**config.mk**
```make
export PLATFORM = sky130hd
export DESIGN_NAME = ysyx_22041461_ifu
export DESIGN_NICKNAME = d
export VERILOG_FILES = /design/src/rtl/ysyx_22041461_ifu_pkg.sv /design/src/rtl/ysyx_22041461_sync_fifo.sv /design/src/rtl/ysyx_22041461_ifu.sv
export SDC_FILE = /design/constraint.sdc
export NUM_CORES = 1
export LEC_CHECK = 0
export CELL_PAD_IN_SITES_DETAIL_PLACEMENT = 1
export CELL_PAD_IN_SITES_GLOBAL_PLACEMENT = 1
export CORE_ASPECT_RATIO = 0.75
export CORE_MARGIN = 1
export CORE_UTILIZATION = 48
export CTS_CLUSTER_DIAMETER = 120
export DETAILED_ROUTE_END_ITERATION = 7
export PLACE_DENSITY_LB_ADDON = 0.15
export SYNTH_ARGS = -nofsm -noshare
export SYNTH_HDL_FRONTEND = slang
export SYNTH_SLANG_ARGS = --single-unit
```
**constraint.sdc**
```tcl
create_clock -name clk -period 7.7 [get_ports clk]
set_input_delay 2.31 -clock clk [delete_from_list [all_inputs] [get_ports clk]]
set_output_delay 2.31 -clock clk [all_outputs]
set_load 0.01 [all_outputs]
```
**src/rtl/ysyx_22041461_ifu_pkg.sv**
```systemverilog
// Shared fetch-unit constants: reset PC, instruction encodings
// and the layout of a fetch-queue entry {fault, pc, inst}.
package ysyx_22041461_ifu_pkg;

   localparam int          XLEN_DEF     = 64;
   localparam logic [63:0] RESET_PC_DEF = 64'h0000_0000_8000_0000;

   localparam int          INST_W  = 32;
   localparam int          FAULT_W = 1;

   localparam logic [31:0] NOP_INST   = 32'h0000_0013;
   localparam logic [31:0] FAULT_INST = 32'h0000_0000;

   function automatic int fe_width(input int xlen);
      return FAULT_W + xlen + INST_W;
   endfunction

endpackage

```
**src/rtl/ysyx_22041461_sync_fifo.sv**
```systemverilog
// Synchronous FIFO with occupancy count and a one-cycle clear.
// Push while full is accepted only when a pop happens in the same cycle.
module ysyx_22041461_sync_fifo #(
   parameter int WIDTH = 8,
   parameter int DEPTH = 4
) (
   input  logic                       clk,
   input  logic                       rst,
   input  logic                       clr,
   input  logic                       push,
   input  logic [WIDTH-1:0]           din,
   input  logic                       pop,
   output logic [WIDTH-1:0]           dout,
   output logic                       full,
   output logic                       empty,
   output logic [$clog2(DEPTH+1)-1:0] count
);

   localparam int AW = (DEPTH > 1) ? $clog2(DEPTH) : 1;
   localparam int CW = $clog2(DEPTH + 1);
   localparam logic [AW-1:0] LAST  = AW'(DEPTH - 1);
   localparam logic [CW-1:0] FULLC = CW'(DEPTH);

   logic [WIDTH-1:0] mem [DEPTH];
   logic [AW-1:0]    wptr;
   logic [AW-1:0]    rptr;
   logic             push_en;
   logic             pop_en;

   assign full    = (count == FULLC);
   assign empty   = (count == '0);
   assign pop_en  = pop && !empty;
   assign push_en = push && (!full || pop_en);
   assign dout    = mem[rptr];

   // storage array, no reset so it can map onto plain registers/RAM
   always_ff @(posedge clk) begin
      if (push_en) begin
         mem[wptr] <= din;
      end
   end

   // pointers and occupancy; clear empties the queue in one cycle
   always_ff @(posedge clk) begin
      if (rst || clr) begin
         wptr  <= '0;
         rptr  <= '0;
         count <= '0;
      end else begin
         if (push_en) begin
            wptr <= (wptr == LAST) ? '0 : wptr + AW'(1);
         end
         if (pop_en) begin
            rptr <= (rptr == LAST) ? '0 : rptr + AW'(1);
         end
         count <= count + CW'(push_en) - CW'(pop_en);
      end
   end

endmodule

```
**src/rtl/ysyx_22041461_ifu.sv**
```systemverilog
// Instruction-fetch unit: owns the PC, keeps up to MAX_OUT fetches
// in flight, buffers responses and drops those made stale by a redirect.
module ysyx_22041461_ifu
   import ysyx_22041461_ifu_pkg::*;
#(
   parameter int             XLEN     = XLEN_DEF,
   parameter logic [XLEN-1:0] RESET_PC = XLEN'(RESET_PC_DEF),
   parameter int             FQ_DEPTH = 4,
   parameter int             MAX_OUT  = 2
) (
   input  logic            clk,
   input  logic            rst,
   input  logic            redirect_valid,
   input  logic [XLEN-1:0] redirect_pc,
   output logic            mem_req_valid,
   input  logic            mem_req_ready,
   output logic [XLEN-1:0] mem_req_pc,
   input  logic            mem_resp_valid,
   input  logic [31:0]     mem_resp_inst,
   input  logic            mem_resp_err,
   output logic            id_valid,
   input  logic            id_ready,
   output logic [XLEN-1:0] id_pc,
   output logic [31:0]     id_inst,
   output logic            id_fault
);

   localparam int FEW = fe_width(XLEN);
   localparam int CW  = $clog2(FQ_DEPTH + 1);
   localparam int OW  = $clog2(MAX_OUT + 1);
   localparam logic [CW:0]   FQ_LIM  = (CW+1)'(FQ_DEPTH);
   localparam logic [OW-1:0] OUT_LIM = OW'(MAX_OUT);

   logic [XLEN-1:0] pc;
   logic [OW-1:0]   outstanding;
   logic [OW-1:0]   drop_cnt;
   logic [OW-1:0]   out_nxt;

   logic [CW-1:0]   fq_count;
   logic [CW:0]     occ;
   logic            credit;
   logic            req_fire;
   logic            resp_ok;

   logic            fq_push;
   logic            fq_pop;
   logic            fq_full;
   logic            fq_empty;
   logic [FEW-1:0]  fq_din;
   logic [FEW-1:0]  fq_dout;

   logic [XLEN-1:0] pcf_dout;
   logic            pcf_full;
   logic            pcf_empty;
   logic [OW-1:0]   pcf_count;

   assign occ    = (CW+1)'(fq_count) + (CW+1)'(outstanding);
   assign credit = (outstanding < OUT_LIM) && (occ < FQ_LIM);

   assign mem_req_valid = !rst && !redirect_valid && credit;
   assign mem_req_pc    = pc;
   assign req_fire      = mem_req_valid && mem_req_ready;

   assign resp_ok = mem_resp_valid && (outstanding != '0);
   assign fq_push = resp_ok && (drop_cnt == '0) && !redirect_valid;

   assign id_valid = !rst && !redirect_valid && !fq_empty;
   assign fq_pop   = id_valid && id_ready;

   assign fq_din = {mem_resp_err, pcf_dout,
                    mem_resp_err ? FAULT_INST : mem_resp_inst};

   assign {id_fault, id_pc, id_inst} = fq_empty ? '0 : fq_dout;

   // in-flight count after this cycle's request and response
   always_comb begin
      out_nxt = outstanding + OW'(req_fire) - OW'(resp_ok);
   end

   // PC, in-flight and stale-response bookkeeping
   always_ff @(posedge clk) begin
      if (rst) begin
         pc          <= RESET_PC;
         outstanding <= '0;
         drop_cnt    <= '0;
      end else begin
         outstanding <= out_nxt;
         if (redirect_valid) begin
            pc       <= redirect_pc & ~XLEN'(3);
            drop_cnt <= out_nxt;
         end else begin
            if (req_fire) begin
               pc <= pc + XLEN'(4);
            end
            if (resp_ok && (drop_cnt != '0)) begin
               drop_cnt <= drop_cnt - OW'(1);
            end
         end
      end
   end

   ysyx_22041461_sync_fifo #(
      .WIDTH (FEW),
      .DEPTH (FQ_DEPTH)
   ) u_fq (
      .clk   (clk),
      .rst   (rst),
      .clr   (redirect_valid),
      .push  (fq_push),
      .din   (fq_din),
      .pop   (fq_pop),
      .dout  (fq_dout),
      .full  (fq_full),
      .empty (fq_empty),
      .count (fq_count)
   );

   ysyx_22041461_sync_fifo #(
      .WIDTH (XLEN),
      .DEPTH (MAX_OUT)
   ) u_pcf (
      .clk   (clk),
      .rst   (rst),
      .clr   (1'b0),
      .push  (req_fire),
      .din   (pc),
      .pop   (resp_ok),
      .dout  (pcf_dout),
      .full  (pcf_full),
      .empty (pcf_empty),
      .count (pcf_count)
   );

   // protocol and internal consistency checks
   always_ff @(posedge clk) begin
      if (!rst) begin
         assert (!(mem_resp_valid && (outstanding == '0)));
         assert (pcf_count == outstanding);
         assert (pcf_empty == (outstanding == '0));
         assert (!(req_fire && pcf_full));
         assert (!(fq_push && fq_full && !fq_pop));
         assert (drop_cnt <= outstanding);
      end
   end

endmodule

```
* Yosys cells after proc, flatten, opt, wreduce, memory -nomap -nowiden
Memory sizes are Yosys's and may differ from the RTL's. A register that Yosys moved wholly into a read port is not among the register bits.
Cells that the tools add are included.
** Word-level totals
- Register bits after elaboration :: 79
- Bits in latches :: 0
- RAM bits :: 516
- ROM bits :: 0
- Output and inout port bits :: 163
- Word-level logic and storage cells :: 80
- Memories :: 2
** Cells by class
- $add $sub $neg :: 13
- $mul :: 0
- Div/mod/pow operators :: 0
- Magnitude comparators :: 2
- Equality and inequality tests :: 4
- Shift operators :: 0
- Mux-type cells :: 18
- Bitwise gates (word level) :: 0
- Reduce and logical (&&, ||, !) cells :: 31
** Memories
- u_fq.mem :: words 4, width 97, read ports 1, clocked after Yosys merged registers in 1, write ports 1, line ysyx_22041461_sync_fifo.sv:24 : logic [WIDTH-1:0] mem [DEPTH];
- u_pcf.mem :: words 2, width 64, read ports 1, clocked after Yosys merged registers in 1, write ports 1, line ysyx_22041461_sync_fifo.sv:24
** Operators with widths (count)
- 2-to-1 mux 64 bit :: 2
- 2-to-1 mux 97 bit :: 1
- adder 64 x 3 -> 64 bit, second input constant :: 1
- 2-to-1 mux 32 bit :: 1
- logical AND 1 bit :: 14
- 2-to-1 mux 2 bit :: 6
- 2-to-1 mux 1 bit :: 8
- nonzero test 2 bit :: 4
- == test 2 bit, second input constant :: 3
- logical NOT 1 bit :: 6
- adder 2 x 1 -> 2 bit :: 2
- adder 2 x 1 -> 2 bit, second input constant :: 2
- adder 3 x 2 -> 4 bit :: 1
- logical NOT 2 bit :: 2
- less-than comparator 4 x 3 -> 1 bit, second input constant :: 1
- subtractor 2 x 1 -> 2 bit :: 2
- adder 3 x 1 -> 3 bit :: 1
- == test 3 bit, second input constant :: 1
- logical NOT 3 bit :: 1
- logical OR 1 bit :: 3
- subtractor 3 x 1 -> 3 bit :: 1
- adder 1 bit, second input constant :: 2
- less-than comparator 2 bit, second input constant :: 1
- OR reduction 2 bit :: 1
- subtractor 2 x 1 -> 2 bit, second input constant :: 1

* Longest topological paths before layout
- Word-level depth :: 9
- Depth in mapped cells :: 15
- Gate-level depth less buffers :: 12

* By module
A second synthesis with hierarchy kept.
** Unflattened totals
- Cell total of the unflattened synthesis :: 1448
- Area total of the unflattened synthesis :: 24179.4 µm²
** Modules (own cells, without submodules)
- ysyx_22041461_sync_fifo (u_fq) :: instances 1, cells an instance 559, area each 14440.1 µm², sequential area each 11831.3 µm²
- ysyx_22041461_ifu :: instances 1, cells an instance 657, area each 4880.9 µm², sequential area each 1321.3 µm²
- ysyx_22041461_sync_fifo (u_pcf) :: instances 1, cells an instance 232, area each 4858.4 µm², sequential area each 3943.8 µm²

* Worst setup path after synthesis
Ideal clock, no wire load.
- Kind :: in2reg
- Start :: in redirect_valid
- End :: mem u_pcf.mem[0][10] (netlist name), enable pin
- Arrival time :: 6.278 ns
- Data required time :: 7.210 ns
- Setup slack :: 0.932 ns
- Cell stages on the path :: 8
- Cell sequence :: clkbuf_1 -> nor2_4 -> and4_1 -> buf_2 -> inv_2 -> clkbuf_1 -> a31oi_1 -> nor2b_1
** On the way
- Word-level cells in the longest chain between the ends :: 7
** RTL lines
- from (decl) :: line ysyx_22041461_ifu.sv:13 : input logic redirect_valid,
- logical NOT 1 bit :: line ysyx_22041461_ifu.sv:60 : assign mem_req_valid = !rst && !redirect_valid && credit;
- logical AND 1 bit (2 in series) :: line ysyx_22041461_ifu.sv:60
- logical AND 1 bit :: line ysyx_22041461_ifu.sv:62 : assign req_fire = mem_req_valid && mem_req_ready;
- logical AND 1 bit :: line ysyx_22041461_sync_fifo.sv:33 : assign push_en = push && (!full || pop_en);
- 2-to-1 mux 1 bit :: line ysyx_22041461_sync_fifo.sv:38 : if (push_en) begin
- 2-to-1 mux 1 bit (implied by the code) :: line ysyx_22041461_sync_fifo.sv:39 : mem[wptr] <= din;
- to (decl) :: line ysyx_22041461_sync_fifo.sv:24
Every way passes these cells.

* Final worst setup path
- Start :: in redirect_valid
- End :: out id_valid
** On the way
- Word-level cells in the longest chain between the ends :: 3
** RTL lines
- logical NOT 1 bit :: line ysyx_22041461_ifu.sv:67 : assign id_valid = !rst && !redirect_valid && !fq_empty;
- logical AND 1 bit (2 in series) :: line ysyx_22041461_ifu.sv:67
- to (decl) :: line ysyx_22041461_ifu.sv:21 : output logic id_valid,
Every way passes these cells.

==> flow_summary.json <==
{
  "clock_tree_from_tritoncts": "yes",
  "critPathMostFrequentCell": "sky130_fd_sc_hd__clkdlybuf4s50_1",
  "fraction_of_post_synthesis_cell_area_in_the_top_cell_type_by_area_pct": 63.4,
  "die-area_mm2": 0.0506,
  "internal_power_uw": 5270,
  "cap_violations": 0,
  "tightest_hold_check_type": "reg2reg",
  "finalHoldViolCount": 0,
  "fin_nets": 1836,
  "setup.worst_path.class": "in2out",
  "postSynth.asyncResetShare_pct": 0,
  "achievable-frequency_mhz": 153,
  "global_route_wire_length_before_repair_um": 91100,
  "grt_antenna_before_repair": 4,
  "timing.slew.headroom_pct": 29.9,
  "finalPower_uw": 6810,
  "mappedNetlistArea_mm2": 0.0239,
  "place.port_buffers": 259,
  "count_of_synthesis_stage_warnings_from_yosys": 0,
  "row_count": 70,
  "final_period_demand_of_the_worst_path_ps": 6530,
  "synth-edff-count": 504,
  "filler_cell_count": 4451,
  "post_drt_via_cell_ratio": 5.83,
  "ys_ff_latch": 584,
  "critical_path_arrival_ps": 4220,
  "drive_gt1_share_pct": 16.3,
  "postCtsSetupBuffers": 0,
  "cts-hold-fix-buffers": 0,
  "switching_share_pct": 22.6,
  "power.ir.vdd_worst_uv": 158,
  "initial_cell_density_of_the_core_pct": 48.8,
  "grt_start_max_net_pins": 90,
  "dpl.hpwl_um": 38900,
  "die_width_um": 259,
  "overflow": 0,
  "path_max_fanout": 9,
  "clk-insertion-delay-late_ps": 610,
  "setup_total_negative_slack_ps": 0,
  "cts_buffer_depth": 3,
  "combinationalPowerShare_pct": 8.4,
  "cells_traversed_along_the_worst_timing_path": "clkdlybuf4s50_1, or2_2, nor2_1, clkdlybuf4s50_1",
  "synth_top_cells_by_area": "sky130_fd_sc_hd__edfxtp_1 (63%), sky130_fd_sc_hd__mux4_2 (9.0%), sky130_fd_sc_hd__dfxtp_1 (6.7%)",
  "postLayoutCoreUtil_pct": 59.1,
  "placedCellCount": 2308,
  "setup_repair_after_global_routing_missed_its_margin": "no",
  "power.clock.fraction_pct": 37.3,
  "critical-path-slowest-cell": "sky130_fd_sc_hd__clkdlybuf4s50_1",
  "timing_max_transition_violations_final": 0,
  "gpl.final_weighted_congestion": 0.841,
  "max_stage_delay_ps": 640,
  "power.net_switching_uw": 1540,
  "drtIter0Drc": 1091,
  "number_of_instances_in_the_synthesized_netlist": 1452,
  "yosys_most_used_dff": "sky130_fd_sc_hd__edfxtp_1",
  "finish.cell_count_without_fillers": 2416,
  "synth.lib_cells_used.distinct": 65,
  "cellLeakagePower_uw": 0.00903,
  "post_cts.resized_instances": 0,
  "worst_endpoint_required_time_ps": 5390,
  "result_of_the_run": "complete, no violations",
  "synth.yosys.seq_area_share_pct": 70.1,
  "timing.final.setup_violations": 0,
  "min_period_over_period_pct": 84.8,
  "power.sequential.fraction_pct": 54.2,
  "worst_path_clk_slew_ps": 60,
  "crit_path_start_kind": "input port",
  "post-route-drc-count": 0,
  "clock_sink_count": 584,
  "clock_skew_ps": 24.4,
  "h-tree-depth": 2,
  "floorplan.core_area_mm2": 0.0489,
  "yosysTopAreaCell": "sky130_fd_sc_hd__edfxtp_1",
  "route.vias.total": 14100,
  "final_antenna_net_count": 0,
  "grt_pass1_vias": 14700,
  "area.growth.synth_to_final_pct": 21.1,
  "ioPinCount": 266,
  "cts_made_buffers": 56,
  "avgSynthCellArea_um2": 16.4,
  "cts-root-buf": "sky130_fd_sc_hd__clkbuf_16",
  "dr.pass1.iters": 7,
  "grt_util_all_layers_pct": 24.1,
  "max_slew.worst_pin.slew_ps": 1050,
  "cellPowerDensity_mw_per_mm2": 236,
  "route.detailed.wl_per_inst_um": 25.0,
  "finalWirelength_um": 60500,
  "fp.dieH_um": 195,
  "critPathCaptureType": "output port"
}
## cell usage after synthesis, types with 9 or more instances
master	n
sky130_fd_sc_hd__a211oi_1	17
sky130_fd_sc_hd__a21oi_1	12
sky130_fd_sc_hd__a311oi_1	19
sky130_fd_sc_hd__a31oi_1	14
sky130_fd_sc_hd__and2_1	13
sky130_fd_sc_hd__and3_1	16
sky130_fd_sc_hd__buf_2	10
sky130_fd_sc_hd__clkbuf_1	60
sky130_fd_sc_hd__dfxtp_1	80
sky130_fd_sc_hd__edfxtp_1	504
sky130_fd_sc_hd__ha_1	14
sky130_fd_sc_hd__inv_1	17
sky130_fd_sc_hd__mux2_2	63
sky130_fd_sc_hd__mux4_2	95
sky130_fd_sc_hd__nand2_1	39
sky130_fd_sc_hd__nand3_1	49
sky130_fd_sc_hd__nand4_1	31
sky130_fd_sc_hd__nor2_1	72
sky130_fd_sc_hd__nor2b_1	130
sky130_fd_sc_hd__nor3_1	17
sky130_fd_sc_hd__nor4_1	9
sky130_fd_sc_hd__o211ai_1	9
sky130_fd_sc_hd__o21ai_0	22
sky130_fd_sc_hd__o31ai_1	10
sky130_fd_sc_hd__or3_1	12
sky130_fd_sc_hd__or4_1	17
sky130_fd_sc_hd__xnor2_1	14
sky130_fd_sc_hd__xor2_1	13
## worst paths after layout
kind / start / endpoint / slack (ps) / depth (start not counted)
max: redirect_valid / id_valid / 1170 / 4
min: u_fq.rptr[1]$_SDFFE_PP0N_ / register / 480 / 2
max reg2reg: u_fq.count[1]$_SDFF_PP0_ / u_pcf.mem[1][49]$_DFFE_PP_ / 3830 / 7
min reg2reg: u_fq.rptr[1]$_SDFFE_PP0N_ / register / 480 / 2
## worst max-delay path: cells and delay by family
family	cells	cell delay, ps
AND/OR/NAND/NOR	2	650
buffers and inverters	2	1260
## kinds of logic after synthesis
| logic type | after synthesis | synth area share (%) |
|---|---|---|
| DFF | 584 | 70.1 |
| other | 1 | 0.0157 |
| buffers and inverters | 102 | 1.74 |
| adders and majority gates | 15 | 0.818 |
| and+or+nand+nor | 429 | 10.2 |
| AOI/OAI and AO/OA | 131 | 3.92 |
| muxes | 163 | 12.1 |
| xor gates and xnor gates | 27 | 0.991 |
## final cells by class
class	instances	area, um^2	share of cell area, %
diodes	3	7.51	0.0260
well taps	648	811	2.81
multi-input cells	769	6750	23.3
clock inverters	34	196	0.680
repair buffers	286	2830	9.79
inverters	21	78.8	0.273
flip-flops and latches	584	16700	58.0
clock buffers	71	1480	5.12
## registers in the layout, summed over array words and instances (netlist names), named ones only
name and cells:
drop_cnt 2, mem_req_pc 62, outstanding 2, u_fq.count 3, u_fq.mem 380, u_fq.rptr 2
u_fq.wptr 2, u_pcf.count 2, u_pcf.mem 124, u_pcf.rptr 1, u_pcf.wptr 1
## per-stage QoR
| stage | hold WS (ps) | area (um^2) | worst slack [ps] |
|---|---|---|---|
| after CTS | 482 | 28900 | 1180 |
| after detailed placement | 471 | 27200 | 1190 |
| after global placement | 452 | 27200 | 1190 |
| after floorplan | 451 | 23900 | 932 |
| final | 480 | 28900 | 1170 |
| after global routing | 500 | 28900 | 1140 |
## power groups by stage
stage	combinational, uW	clock (uW)	sequential (uW)
6_report	574	2540	3690
2_1_floorplan	310	0	3730
4_1_cts	583	2600	3690
3_3_place_gp	559	0	3750
5_1_grt	616	2690	3710
3_5_place_dp	579	0	3760
## cells in the final DEF, fill, tap and decap left out, types with 8 or more instances in the layout
cell / n
sky130_fd_sc_hd__xor2_1: 13
sky130_fd_sc_hd__clkdlybuf4s50_1: 258
sky130_fd_sc_hd__o31ai_1: 10
sky130_fd_sc_hd__nor2_1: 72
sky130_fd_sc_hd__clkinv_2: 12
sky130_fd_sc_hd__nor4_1: 9
sky130_fd_sc_hd__inv_1: 17
sky130_fd_sc_hd__and2_1: 8
sky130_fd_sc_hd__nor2b_1: 129
sky130_fd_sc_hd__xnor2_1: 14
sky130_fd_sc_hd__buf_4: 24
sky130_fd_sc_hd__or4_1: 17
sky130_fd_sc_hd__clkbuf_16: 57
sky130_fd_sc_hd__nand4_1: 31
sky130_fd_sc_hd__a211oi_1: 17
sky130_fd_sc_hd__or3_1: 12
sky130_fd_sc_hd__ha_1: 14
sky130_fd_sc_hd__dfxtp_1: 77
sky130_fd_sc_hd__a21oi_1: 12
sky130_fd_sc_hd__o211ai_1: 9
sky130_fd_sc_hd__clkbuf_1: 14
sky130_fd_sc_hd__nor3_1: 16
sky130_fd_sc_hd__clkinv_1: 17
sky130_fd_sc_hd__nand3_1: 49
sky130_fd_sc_hd__mux2_2: 63
sky130_fd_sc_hd__a311oi_1: 19
sky130_fd_sc_hd__mux4_2: 95
sky130_fd_sc_hd__a31oi_1: 14
sky130_fd_sc_hd__edfxtp_1: 504
sky130_fd_sc_hd__and3_1: 16
sky130_fd_sc_hd__nand2_1: 39
sky130_fd_sc_hd__o21ai_0: 22
## routing by layer
metal,vias up,global-route usage [%],part of all wire [%]
li1,6246,-,-
met1,7328,34.1,44
met2,427,39.0,49
met3,75,3.93,5.5
met4,2,6.34,1.6
met5,-,0,0.025
Power figures use the tool's default switching activity.
